$ cat src/rtl/sdatop_pkg.sv
// rtl/sdatop_pkg.sv - shared state encoding and defaults for the sdatop serial link
package sdatop_pkg;

    localparam int DEFAULT_NBITS       = 4;
    localparam int DEFAULT_SYNC_STAGES = 2;

    typedef logic [1:0] state_t;

    localparam state_t ST_IDLE      = 2'd0;
    localparam state_t ST_RECV      = 2'd1;
    localparam state_t ST_WAIT_STOP = 2'd2;

endpackage

$ cat src/rtl/sdatop_sync_edge.sv
// rtl/sdatop_sync_edge.sv - input synchronizer with previous-sample edge detect
module sdatop_sync_edge #(
    parameter int SYNC_STAGES = 2
) (
    input  logic clk_i,
    input  logic rstn_i,
    input  logic d_i,
    output logic level_o,
    output logic rise_o,
    output logic fall_o
);

    logic [SYNC_STAGES-1:0] sync_q;
    logic                   prev_q;

    // Reset to 1 so an idle bus produces no edges when reset is released.
    always_ff @(posedge clk_i) begin
        if (!rstn_i) begin
            sync_q <= '1;
            prev_q <= 1'b1;
        end else begin
            sync_q <= {sync_q[SYNC_STAGES-2:0], d_i};
            prev_q <= sync_q[SYNC_STAGES-1];
        end
    end

    assign level_o = sync_q[SYNC_STAGES-1];
    assign rise_o  = sync_q[SYNC_STAGES-1] & ~prev_q;
    assign fall_o  = ~sync_q[SYNC_STAGES-1] & prev_q;

endmodule

$ cat src/rtl/sdatop_rx.sv
// rtl/sdatop_rx.sv - scl/sda serial receiver: START/STOP detect, MSB-first shift, one-hot decode
module sdatop_rx
    import sdatop_pkg::*;
#(
    parameter int NBITS       = DEFAULT_NBITS,
    parameter int SYNC_STAGES = DEFAULT_SYNC_STAGES
) (
    input  logic                  sclk,
    input  logic                  rst,
    input  logic                  scl,
    input  logic                  sda,
    output logic [NBITS-1:0]      data,
    output logic                  data_vld,
    output logic                  frame_err,
    output logic                  busy,
    output logic [(2**NBITS)-1:0] outhigh
);

    localparam int                CNT_W    = $clog2(NBITS + 1);
    localparam int                OH_W     = 2 ** NBITS;
    localparam logic [CNT_W-1:0]  CNT_LAST = CNT_W'(NBITS - 1);

    logic scl_lvl, scl_rise, unused_scl_fall;
    logic sda_lvl, sda_rise, sda_fall;
    logic scl_hi, start_det, stop_det;

    state_t             state_q, state_d;
    logic [CNT_W-1:0]   cnt_q, cnt_d;
    logic [NBITS-1:0]   shift_q, shift_d;
    logic [NBITS-1:0]   data_q, data_d;
    logic [OH_W-1:0]    oh_q, oh_d;
    logic               vld_q, vld_d;
    logic               err_q, err_d;
    logic               busy_q, busy_d;

    sdatop_sync_edge #(.SYNC_STAGES(SYNC_STAGES)) u_scl (
        .clk_i  (sclk),
        .rstn_i (rst),
        .d_i    (scl),
        .level_o(scl_lvl),
        .rise_o (scl_rise),
        .fall_o (unused_scl_fall)
    );

    sdatop_sync_edge #(.SYNC_STAGES(SYNC_STAGES)) u_sda (
        .clk_i  (sclk),
        .rstn_i (rst),
        .d_i    (sda),
        .level_o(sda_lvl),
        .rise_o (sda_rise),
        .fall_o (sda_fall)
    );

    // scl high in both the current and previous sample.
    assign scl_hi    = scl_lvl & ~scl_rise;
    assign start_det = scl_hi & sda_fall;
    assign stop_det  = scl_hi & sda_rise;

    always_ff @(posedge sclk) begin
        if (!rst) begin
            state_q <= ST_IDLE;
            cnt_q   <= '0;
            shift_q <= '0;
            data_q  <= '0;
            oh_q    <= OH_W'(1);
            vld_q   <= 1'b0;
            err_q   <= 1'b0;
            busy_q  <= 1'b0;
        end else begin
            state_q <= state_d;
            cnt_q   <= cnt_d;
            shift_q <= shift_d;
            data_q  <= data_d;
            oh_q    <= oh_d;
            vld_q   <= vld_d;
            err_q   <= err_d;
            busy_q  <= busy_d;
        end
    end

    always_comb begin
        state_d = state_q;
        case (state_q)
            ST_IDLE: begin
                if (start_det) state_d = ST_RECV;
            end
            ST_RECV: begin
                if (stop_det)                             state_d = ST_IDLE;
                else if (start_det)                       state_d = ST_RECV;
                else if (scl_rise && (cnt_q == CNT_LAST)) state_d = ST_WAIT_STOP;
            end
            ST_WAIT_STOP: begin
                if (stop_det || scl_rise) state_d = ST_IDLE;
                else if (start_det)       state_d = ST_RECV;
            end
            default: state_d = ST_IDLE;
        endcase
    end

    always_comb begin
        cnt_d   = cnt_q;
        shift_d = shift_q;
        data_d  = data_q;
        oh_d    = oh_q;
        vld_d   = 1'b0;
        err_d   = 1'b0;
        busy_d  = (state_d != ST_IDLE);
        case (state_q)
            ST_IDLE: begin
                if (start_det) begin
                    cnt_d   = '0;
                    shift_d = '0;
                end
            end
            ST_RECV: begin
                if (stop_det) begin
                    err_d = 1'b1;
                end else if (start_det) begin
                    cnt_d   = '0;
                    shift_d = '0;
                end else if (scl_rise) begin
                    shift_d = NBITS'({shift_q, sda_lvl});
                    cnt_d   = cnt_q + CNT_W'(1);
                end
            end
            ST_WAIT_STOP: begin
                if (stop_det) begin
                    data_d = shift_q;
                    oh_d   = OH_W'(1) << shift_q;
                    vld_d  = 1'b1;
                end else if (start_det) begin
                    cnt_d   = '0;
                    shift_d = '0;
                end else if (scl_rise) begin
                    err_d = 1'b1;
                end
            end
            default: ;
        endcase
    end

    assign data      = data_q;
    assign outhigh   = oh_q;
    assign data_vld  = vld_q;
    assign frame_err = err_q;
    assign busy      = busy_q;

endmodule

$ cat config.mk
export PLATFORM = sky130hd
export DESIGN_NAME = sdatop_rx
export DESIGN_NICKNAME = d
export VERILOG_FILES = /design/src/rtl/sdatop_pkg.sv /design/src/rtl/sdatop_sync_edge.sv /design/src/rtl/sdatop_rx.sv
export SDC_FILE = /design/constraint.sdc
export NUM_CORES = 1
export LEC_CHECK = 0
export CELL_PAD_IN_SITES_DETAIL_PLACEMENT = 0
export CELL_PAD_IN_SITES_GLOBAL_PLACEMENT = 1
export CORE_ASPECT_RATIO = 0.75
export CORE_UTILIZATION = 40
export DETAILED_ROUTE_END_ITERATION = 12
export GPL_TIMING_DRIVEN = 0
export HOLD_SLACK_MARGIN = 0.02
export PLACE_DENSITY_LB_ADDON = 0.15
export RECOVER_POWER = 50
export SLEW_MARGIN = 25
export SYNTH_ARGS = -nofsm -noshare
export SYNTH_HDL_FRONTEND = slang
export SYNTH_SLANG_ARGS = --single-unit
export TNS_END_PERCENT = 100
$ cat constraint.sdc
create_clock -name sclk -period 1.82 [get_ports sclk]
set_input_delay 0.364 -clock sclk [delete_from_list [all_inputs] [get_ports sclk]]
set_output_delay 0.364 -clock sclk [all_outputs]
set_load 0.01 [all_outputs]
==> out/metrics.csv, run 1 <==
stage,metric,value,unit
timing,timing.final.crit_share,0.927,
die,core_area,3830,sq um
layout,share_of_layout_cells_above_drive_strength_1,0.0926,
setup_path,reg2reg_slack,130,ps
die,design.portCount,27,
timing,setup_repair_after_global_routing_missed_its_margin,false,
clocking,clk_path_buf_depth,2,
clocking,cts_hold_repair.buffers,0,
synthesis,postSynth.topFlopCell,dfxtp_1,
synthesis,synth.most_common_cell,dfxtp_1,
layout,final_cell_area,2140,sq um
die,chipHeight,58.1,microns
setup_path,worst_path_largest_cell_delay,400,ps
layout,num-fill-cells,336,
layout,final_net_count,226,
min_path,min_delay_worst_endpoint,u_sda.sync_q[1],
timing,max_slew_margin,0.716,
setup_path,crit_path_cell_trace,"inv_1, ha_1, inv_1, o221ai_1, a21oi_4, buf_4, mux2i_1",
clocking,htree_levels,2,
synthesis,synthXorXnorAreaFrac,0,
timing,setup_ws,132,ps
synthesis,post-synth-top-area-fraction,0.453,
synthesis,synth.area.mux_share,0.0663,
die,floorplan.initialDensity,0.439,
layout,multi_input_comb_area,851,sq um
pwr,power.leakage,0.852,nW
status,outcome,finished clean,
run,max-cap-violations,0,
synthesis,synth-seq-area-share,0.453,
clocking,clk_pin_slew_worst_paths,70,ps
drt,violation_count_after_the_first_detailed_routing_iteration,57,
clocking,cts_num_sinks,38,
setup_path,worst_path_max_delay_cell,dfxtp_1,
global_routing,globalRoute.totalOverflow,0,
drt,detail_route.drc_violations,0,
global_routing,grt_pass1_wl,5.91,mm
synthesis,net_count_after_synthesis,191,
timing,max_slew.worst_pin.slew,426,ps
die,floorplan.rows,19,
synthesis,synthAdderAreaFrac,0.0447,
layout,area.growth.synth_to_final,27.6,%
min_path,timing.hold.worst.class,reg2reg,
synthesis,synth.largest_area_cell,dfxtp_1,
global_routing,grt_antenna_before_repair,0,
synthesis,synth_area_leaders,"dfxtp_1 45%, nand2_1 7.8%, a21boi_1 6.3%",
drt,via_count,1320,
synthesis,synth_top_family_by_area,simple AND/OR/NAND/NOR gates,
clocking,tritoncts,done,
placed_design,hpwlAfterDp,2.56,mm
timing,slew_viol_final,0,
layout,diodes,0,
setup_path,critPathArrivalTime,1900,ps
synthesis,syn-cell-area,1680,sq um
pwr,vdd_drop_max,0.000409,V
drt,avgRoutedWirePerCell,12.9,microns
timing,maxClockFrequency,592,MHz
setup_path,critPathBufInv,3,
synthesis,syn-mean-instance-area,9.28,sq um
synthesis,synth_edf_count,0,
drt,postRouteAntennaNets,0,
timing,final.setup_skew,4.81,ps
clocking,clk-insertion-delay-late,280,ps
synthesis,synthSimpleGateAreaFrac,0.269,
drt,routed_via_density,4.93,
setup_path,worst-endpoint-required,2030,ps
setup_path,critical_path.startpoint_type,flop,
synthesis,synth_cells,181,
setup_path,critPathTopFamily,buffers and inverters,
placed_design,detailed_place.area,2000,sq um
timing,period_minus_slack,1690,ps
synthesis,asyncSetResetFlopFracSynth,0,
pwr,finalPower,0.00164,W
setup_path,critical_path.reg2reg.endpoint,shift_q[3],
setup_path,worstReg2RegStart,state_q[1],
setup_path,crit_path_kind,reg2reg,
drt,wl_final,3.46,mm
synthesis,netlist_top_cells_count,"38 x dfxtp_1, 35 x nand2_1, 14 x a21boi_1, 14 x nand2b_1, 12 x or3_1",
timing,setup_viol_count_final,0,
setup_path,end_kind,flop,
drt,drt_first_pass_iters,4,
min_path,timing.hold.worst.start,u_sda.sync_q[0],
pwr,pwrdens,766,nW/um^2
setup_path,reg2regPathDepth,7,
global_routing,pin_count_of_the_biggest_net_entering_global_routing,12,
placed_design,pre_cts_ws,-91.7,ps
timing,fin_tns_setup,0,ps
placed_design,finalWeightedCongestion,0.816,
synthesis,synthDistinctLibCells,34,
synthesis,ys_ff_latch,38,
synthesis,synth_compound_gate_area_share,0.121,
min_path,min_delay_path_depth,1,
setup_path,path_common_cell,inv_1,
setup_path,critical_path.max_fanout,6,
clocking,cts-buffers-inserted,5,
layout,register_area,762,sq um
die,fp.dieArea,4460,sq um
clocking,cts.root.buffer_cell,clkbuf_8,
global_routing,number_of_global_route_vias_before_repair,1248,
synthesis,ys_warn_count,0,
die,die-width,76.8,microns
global_routing,track_usage,0.172,
placed_design,numPortBuffers,26,
timing,timing_hold_violations_final,0,
==> layout make-up <==
class / instances / share of cell area
multi-input combinational: 126 / 0.397
timing repair buffer: 28 / 0.128
clock inverter: 1 / 0.0140
buffer: 12 / 0.0274
sequential: 38 / 0.356
inverter: 5 / 0.00876
clock buffer: 6 / 0.0385
tap: 52 / 0.0304
==> per-stage QoR <==
stage	util	std cells	hold WS [ps]
6_report	0.560	268	406
4_1_cts	0.555	266	408
3_3_place_gp	0.524	259	389
5_1_grt	0.560	268	415
2_1_floorplan	-	181	386
3_5_place_dp	0.524	259	391
==> kinds of logic (layout without fill, tap and decap cells) <==
family                   Yosys count  in the layout
AO/OA/AOI/OAI                     25             25
adder cells (fa/ha/maj)            6              6
buffers and inverters             17             52
flip-flops                        38             38
multiplexers                      11             11
AND/OR/NAND/NOR                   84             84
==> report_power, final <==
part           switching (W)  internal [W]
sequential        0.00000571      0.000840
clock               0.000276      0.000438
combinational      0.0000415     0.0000400
total               0.000324       0.00132
==> registers in the layout (all words and copies together) (netlist names) <==
| name | count |
|---|---|
| outhigh | 16 |
| frame_err | 1 |
| data | 4 |
| data_vld | 1 |
| u_sda.sync_q | 2 |
| shift_q | 4 |
| u_scl.prev_q | 1 |
| state_q | 2 |
| u_scl.sync_q | 2 |
| u_sda.prev_q | 1 |
| busy | 1 |
| cnt_q | 3 |
==> worst max-delay path by stage <==
stage | start | end | slack, ps | depth (start not counted)
floorplan | state_q[0] | busy | 240 | 6
global placement | rst | shift_q[0] | -70 | 5
detailed placement | rst | shift_q[3] | -90 | 5
CTS | state_q[0] | busy | 20 | 6
global route | state_q[1] | shift_q[3] | 10 | 7
finish | state_q[1] | shift_q[3] | 130 | 7
==> repair_timing <==
action | CTS | global route
resized for setup | 1 | 4
endpoints found under the setup margin | 7 | 18
pin swaps | 0 | 1
setup buffers | 0 | 2
endpoints found under the hold margin | 0 | 0
==> worst register-to-register path: stages (launching register included) <==
cell and delay (ps):
dfxtp_1 400, inv_1 110, ha_1 270, inv_1 140
o221ai_1 190, a21oi_4 150, buf_4 160, mux2i_1 200
==> placed cells by master (no fill, tap or decap), types with 2 or more instances in the layout <==
cell,instances
clkdlybuf4s50_1,3
a21boi_1,14
nand2b_1,14
clkbuf_8,6
mux2i_1,10
nor2b_1,4
clkbuf_1,8
dfxtp_1,37
or4_1,7
inv_1,5
o221ai_1,2
nor2_1,4
or3_1,12
ha_1,6
dlygate4sd3_1,23
buf_4,3
nand2_1,35
==> per-layer routing <==
metal  up-vias  track usage  share of wire
li1        694            -              -
met1       596        0.238           0.54
met2        23        0.258           0.41
met3         7       0.0488          0.039
met4         0       0.0577          0.012
met5         -            0              0
Note: power is estimated with default switching activity, not from simulation.
==> run 2: changes to the inputs <==
CORE_ASPECT_RATIO = 1.4   (was 0.75)
==> out/metrics.csv, run 2 (same netlist as run 1, synthesis figures left out) <==
stage,metric,value,unit,change
drt,postRouteAntennaNets,0,,unchanged
layout,non_filler_instance_count_after_layout,259,,-3.4%
timing,max_slew.worst_pin.slew,419,ps,-6.72 ps
placed_design,numPortBuffers,26,,unchanged
global_routing,track_usage,0.167,,-0.00510
clocking,tritoncts,done,,
layout,number_of_flip_flops_in_the_largest_register,16,,unchanged
layout,share_of_layout_cells_above_drive_strength_1,0.0880,,-0.00463
status,outcome,"complete, but fails checks",,
drt,routed_via_density,5.17,,+5.0%
run,max-cap-violations,0,,unchanged
timing,maxClockFrequency,599,MHz,+1.0%
pwr,power_frac_seq,0.553,,+0.038
pwr,pwrdens,723,nW/um^2,-5.6%
global_routing,globalRoute.totalOverflow,0,,unchanged
pwr,vdd_drop_max,0.000433,V,+5.9%
layout,final_net_count,225,,-0.44%
timing,fin_tns_setup,0,ps,unchanged
drt,detail_route.drc_violations,4,,+4
layout,layout.cells.most_common,dfxtp_1,,
setup_path,worst-endpoint-required,2000,ps,-30 ps
timing,timing_hold_violations_final,0,,unchanged
die,floorplan.rows,27,,+8
timing,timing.final.crit_share,0.918,,-0.00958
clocking,cts_hold_repair.buffers,0,,unchanged
pwr,power.leakage,0.840,nW,-1.3%
pwr,comb_power_share,0.054,,+0.004
global_routing,grt_pass1_wl,5.70,mm,-3.6%
pwr,switching_share,0.223,,+0.0262
setup_path,critPathArrivalTime,1850,ps,-50 ps
drt,violation_count_after_the_first_detailed_routing_iteration,18,,-68%
setup_path,critical_path.startpoint_type,flop,,
setup_path,worstReg2RegStart,state_q[0],,
pwr,p_clk_frac,0.393,,-0.042
clocking,cts_num_sinks,38,,unchanged
drt,wl_final,3.36,mm,-2.9%
setup_path,critical_path.max_fanout,6,,unchanged
clocking,clk-insertion-delay-late,290,ps,about the same
layout,area.growth.synth_to_final,25.9,%,
timing,setup_viol_count_final,0,,unchanged
drt,drt_first_pass_iters,8,,+4
placed_design,pre_cts_ws,-77.2,ps,+14.4 ps
pwr,power_report.internal_total,0.00119,W,-9.9%
timing,slew_viol_final,0,,unchanged
min_path,timing.hold.worst.start,u_sda.sync_q[0],,
clocking,cts-buffers-inserted,5,,unchanged
placed_design,dp.cells,250,,-3.5%
drt,via_count,1340,,+1.5%
timing,setup_repair_after_global_routing_missed_its_margin,false,,
die,design.portCount,27,,unchanged
timing,post_route_worst_hold_slack,412,ps,+5.36 ps
drt,avgRoutedWirePerCell,13.0,microns,+0.46%
placed_design,hpwlAfterDp,2.47,mm,-3.8%
die,fp.dieArea,4460,sq um,about the same
pwr,finalPower,0.00153,W,-6.9%
min_path,timing.hold.worst.class,reg2reg,,
clocking,clk_path_buf_depth,2,,unchanged
status,failed_checks,DRC,,
timing,final.setup_skew,6.66,ps,+1.85 ps
global_routing,pin_count_of_the_biggest_net_entering_global_routing,12,,unchanged
layout,diodes,0,,unchanged
die,core_area,3990,sq um,+4.2%
timing,max_slew_margin,0.721,,+0.00448
layout,mostFrequentLayoutCells,"37 x dfxtp_1, 35 x nand2_1, 23 x dlygate4sd3_1",,
die,die-width,56.8,microns,-26%
pwr,net-switching-power,0.000341,W,+5.5%
placed_design,finalWeightedCongestion,0.774,,-5.2%
global_routing,grt_antenna_before_repair,0,,unchanged
global_routing,number_of_global_route_vias_before_repair,1288,,+3.2%
timing,setup_ws,150,ps,+17.4 ps
die,chipHeight,78.7,microns,+35%
clocking,htree_levels,2,,unchanged
clocking,clk_pin_slew_worst_paths,70,ps,about the same
setup_path,crit_path_kind,reg2reg,,
clocking,cts.root.buffer_cell,clkbuf_8,,
die,floorplan.initialDensity,0.421,,-0.0175
setup_path,crit_path_start,state_q[0],,
timing,period_minus_slack,1670,ps,-17.4 ps
setup_path,end_kind,flop,,
run 2: final cells by class:
class | instances | area, sq um
Fill cell | 388 | 1870
Clock buffer | 7 | 86.3
Clock inverter | 1 | 5.00
Buffer | 12 | 58.8
Multi-Input combinational cell | 126 | 850
Tap cell | 43 | 53.8
Sequential cell | 38 | 762
Inverter | 5 | 18.8
Timing Repair Buffer | 27 | 280
run 2: per-stage QoR:
stage	utilization	instance area, sq um
global placement	0.500	1990
detailed placement	0.500	1990
CTS	0.525	2090
global route	0.530	2110
finish	0.530	2110
floorplan	-	1680
run 2: path summary, 6_finish.rpt:
path	endpoint	slack [ps]	cells after the start
worst max-delay path	busy	150	6
worst max register to register	busy	150	6
worst min register to register	u_sda.sync_q[1]	410	1
worst min-delay path	u_sda.sync_q[1]	410	1
run 2: what timing repair did:
action | CTS | global route
pin swaps | 0 | 1
gates resized for setup | 1 | 4
endpoints found under the setup margin | 2 | 14
setup buffers | 0 | 1
run 2: power by group through the flow:
stage	Sequential [W]	Combinational [W]	Clock (W)
after CTS	0.000845	0.0000762	0.000608
after global placement	0.000864	0.0000737	0
after floorplan	0.000863	0.0000530	0
after detailed placement	0.000864	0.0000741	0
after global routing	0.000846	0.0000912	0.000637
final	0.000845	0.0000832	0.000601
run 2: worst max-delay path, cell delays in order, from the launching register on:
cell and delay, ps:
dfxtp_2 370, inv_1 70, ha_1 290, nor2b_1 170
a311oi_1 370, a211oi_2 130, o21bai_1 170
run 2: metal layers:
| layer | wire length (microns) | global-route usage | vias up |
|---|---|---|---|
| met4 | 96 | 0.0854 | 0 |
| met2 | 1780 | 0.302 | 26 |
| met3 | 125 | 0.0494 | 11 |
| li1 | - | - | 691 |
| met5 | 0 | 0 | - |
| met1 | 1360 | 0.171 | 612 |
==> run 3: changes to the inputs <==
REMOVE_ABC_BUFFERS = 1   (was unset)
==> out/metrics.csv, run 3 (same netlist as run 1, synthesis figures left out) <==
stage,metric,value,unit,change
setup_path,worst_path_max_delay_cell,or4_1,,
setup_path,crit_path_kind,reg2reg,,
die,design.portCount,27,,unchanged
clocking,tritoncts,done,,
placed_design,detailed_place.area,1930,sq um,-3.1%
die,fp.dieArea,4460,sq um,unchanged
pwr,vdd_drop_max,0.000504,V,+16%
setup_path,worst-endpoint-required,2030,ps,+30 ps
clocking,clk_pin_slew_worst_paths,70,ps,about the same
timing,timing.final.crit_share,0.955,,+0.0377
drt,wl_final,3.19,mm,-5.0%
layout,layout.cells.most_common,dfxtp_1,,
placed_design,numPortBuffers,26,,unchanged
clocking,cts_num_sinks,38,,unchanged
die,chipHeight,78.7,microns,unchanged
pwr,power_report.internal_total,0.00114,W,-3.8%
layout,mostFrequentLayoutCells,"37 x dfxtp_1, 35 x nand2_1, 17 x dlygate4sd3_1",,
global_routing,grt_pass1_wl,5.42,mm,-4.8%
setup_path,worst_path_largest_cell_delay,510,ps,+140 ps
pwr,net-switching-power,0.000317,W,-7.2%
global_routing,pin_count_of_the_biggest_net_entering_global_routing,39,,+27
layout,area.growth.synth_to_final,22.0,%,
pwr,switching_share,0.217,,-0.00619
setup_path,critical_path.startpoint_type,flop,,
setup_path,critPathArrivalTime,1950,ps,+100 ps
drt,routed_via_density,5.30,,+2.5%
die,floorplan.rows,27,,unchanged
pwr,pwrdens,712,nW/um^2,-1.5%
timing,final.setup_skew,2.85,ps,-3.81 ps
placed_design,pre_cts_ws,5.44,ps,+82.7 ps
timing,post_route_worst_hold_slack,414,ps,+2.82 ps
global_routing,track_usage,0.158,,-0.00893
die,die-width,56.8,microns,unchanged
placed_design,hpwlAfterDp,2.15,mm,-13%
die,floorplan.initialDensity,0.421,,unchanged
timing,setup_viol_count_final,0,,unchanged
layout,final_cell_area,2050,sq um,-3.1%
timing,fin_tns_setup,0,ps,unchanged
global_routing,grt_antenna_before_repair,0,,unchanged
clocking,htree_levels,2,,unchanged
pwr,finalPower,0.00146,W,-4.6%
drt,postRouteAntennaNets,0,,unchanged
setup_path,critical_path.max_fanout,36,,+30
clocking,cts-buffers-inserted,5,,unchanged
clocking,clk-insertion-delay-late,280,ps,about the same
die,core_area,3990,sq um,unchanged
global_routing,number_of_global_route_vias_before_repair,1210,,-6.1%
timing,max_slew_margin,0.603,,-0.118
layout,final_net_count,213,,-5.3%
layout,number_of_flip_flops_in_the_largest_register,16,,unchanged
drt,violation_count_after_the_first_detailed_routing_iteration,72,,+54
timing,maxClockFrequency,575,MHz,-3.9%
drt,detail_route.drc_violations,9,,+5
timing,max_slew.worst_pin.slew,596,ps,+177 ps
clocking,cts.root.buffer_cell,clkbuf_8,,
status,outcome,"complete, but fails checks",,
timing,period_minus_slack,1740,ps,+68.5 ps
setup_path,end_kind,flop,,
setup_path,crit_path_cell_trace,"and4b_4, nand2_8, or4_1, a21boi_1",,
status,failed_checks,DRC,,
pwr,comb_power_share,0.053,,about the same
run,max-cap-violations,0,,unchanged
clocking,clk_path_buf_depth,2,,unchanged
placed_design,finalWeightedCongestion,0.863,,+12%
drt,drt_first_pass_iters,8,,unchanged
drt,avgRoutedWirePerCell,13.0,microns,about the same
timing,slew_viol_final,0,,unchanged
min_path,timing.hold.worst.class,reg2reg,,
layout,diodes,0,,unchanged
pwr,power_frac_seq,0.581,,+0.028
drt,via_count,1305,,-2.6%
timing,timing_hold_violations_final,0,,unchanged
layout,share_of_layout_cells_above_drive_strength_1,0.0739,,-0.0141
global_routing,globalRoute.totalOverflow,0,,unchanged
pwr,p_clk_frac,0.366,,-0.027
pwr,power.leakage,0.773,nW,-8.0%
timing,setup_ws,81.1,ps,-68.5 ps
-- run 3: per-layer routing --
| metal | vias to the layer above | global-route usage | routed length, microns |
|---|---|---|---|
| met3 | 11 | 0.0560 | 140 |
| met4 | 0 | 0.0927 | 85 |
| met5 | - | 0 | 0 |
| met1 | 593 | 0.170 | 1410 |
| li1 | 668 | - | - |
| met2 | 33 | 0.264 | 1560 |
-- run 3: worst max-delay path: cells and delay by family (launching register included) --
kind	cells	cell delay, ps
DFF	1	490
AOI/OAI and AO/OA	1	150
and+or+nand+nor	3	1020
-- run 3: path summary, 6_finish.rpt --
| check | slack (ps) | depth (start not counted) | endpoint | from |
|---|---|---|---|---|
| setup reg to reg | 80 | 4 | outhigh[8] | u_scl.sync_q[1] |
| hold reg to reg | 410 | 1 | u_scl.sync_q[1] | u_scl.sync_q[0] |
| hold / removal | 410 | 1 | u_scl.sync_q[1] | u_scl.sync_q[0] |
| setup / recovery | 80 | 4 | outhigh[8] | u_scl.sync_q[1] |
-- run 3: cell type report --
| cell class | count | area (sq um) |
|---|---|---|
| Clock buffer | 7 | 76.3 |
| Fill cell | 398 | 1940 |
| Multi-Input combinational cell | 126 | 862 |
| Timing Repair Buffer | 27 | 275 |
| Tap cell | 43 | 53.8 |
| Sequential cell | 38 | 762 |
| Inverter | 5 | 18.8 |
-- run 3: through the flow --
stage,instances,utilization
2_1_floorplan,169,-
3_3_place_gp,238,0.486
3_5_place_dp,238,0.484
4_1_cts,245,0.507
5_1_grt,246,0.514
6_report,246,0.514
-- run 3: timing repair --
item | CTS | global route
cloned | 0 | 0
gates resized for setup | 2 | 3
hold buffers | 0 | 0
setup endpoints to repair | 3 | 16
setup buffers | 0 | 1
-- run 3: power by group through the flow --
stage,Combinational (W),Clock (W),Sequential [W]
final,0.0000767,0.000534,0.000848
after floorplan,0.0000413,0,0.000865
after CTS,0.0000700,0.000551,0.000848
after global placement,0.0000668,0,0.000866
after detailed placement,0.0000671,0,0.000866
after global routing,0.0000838,0.000598,0.000849
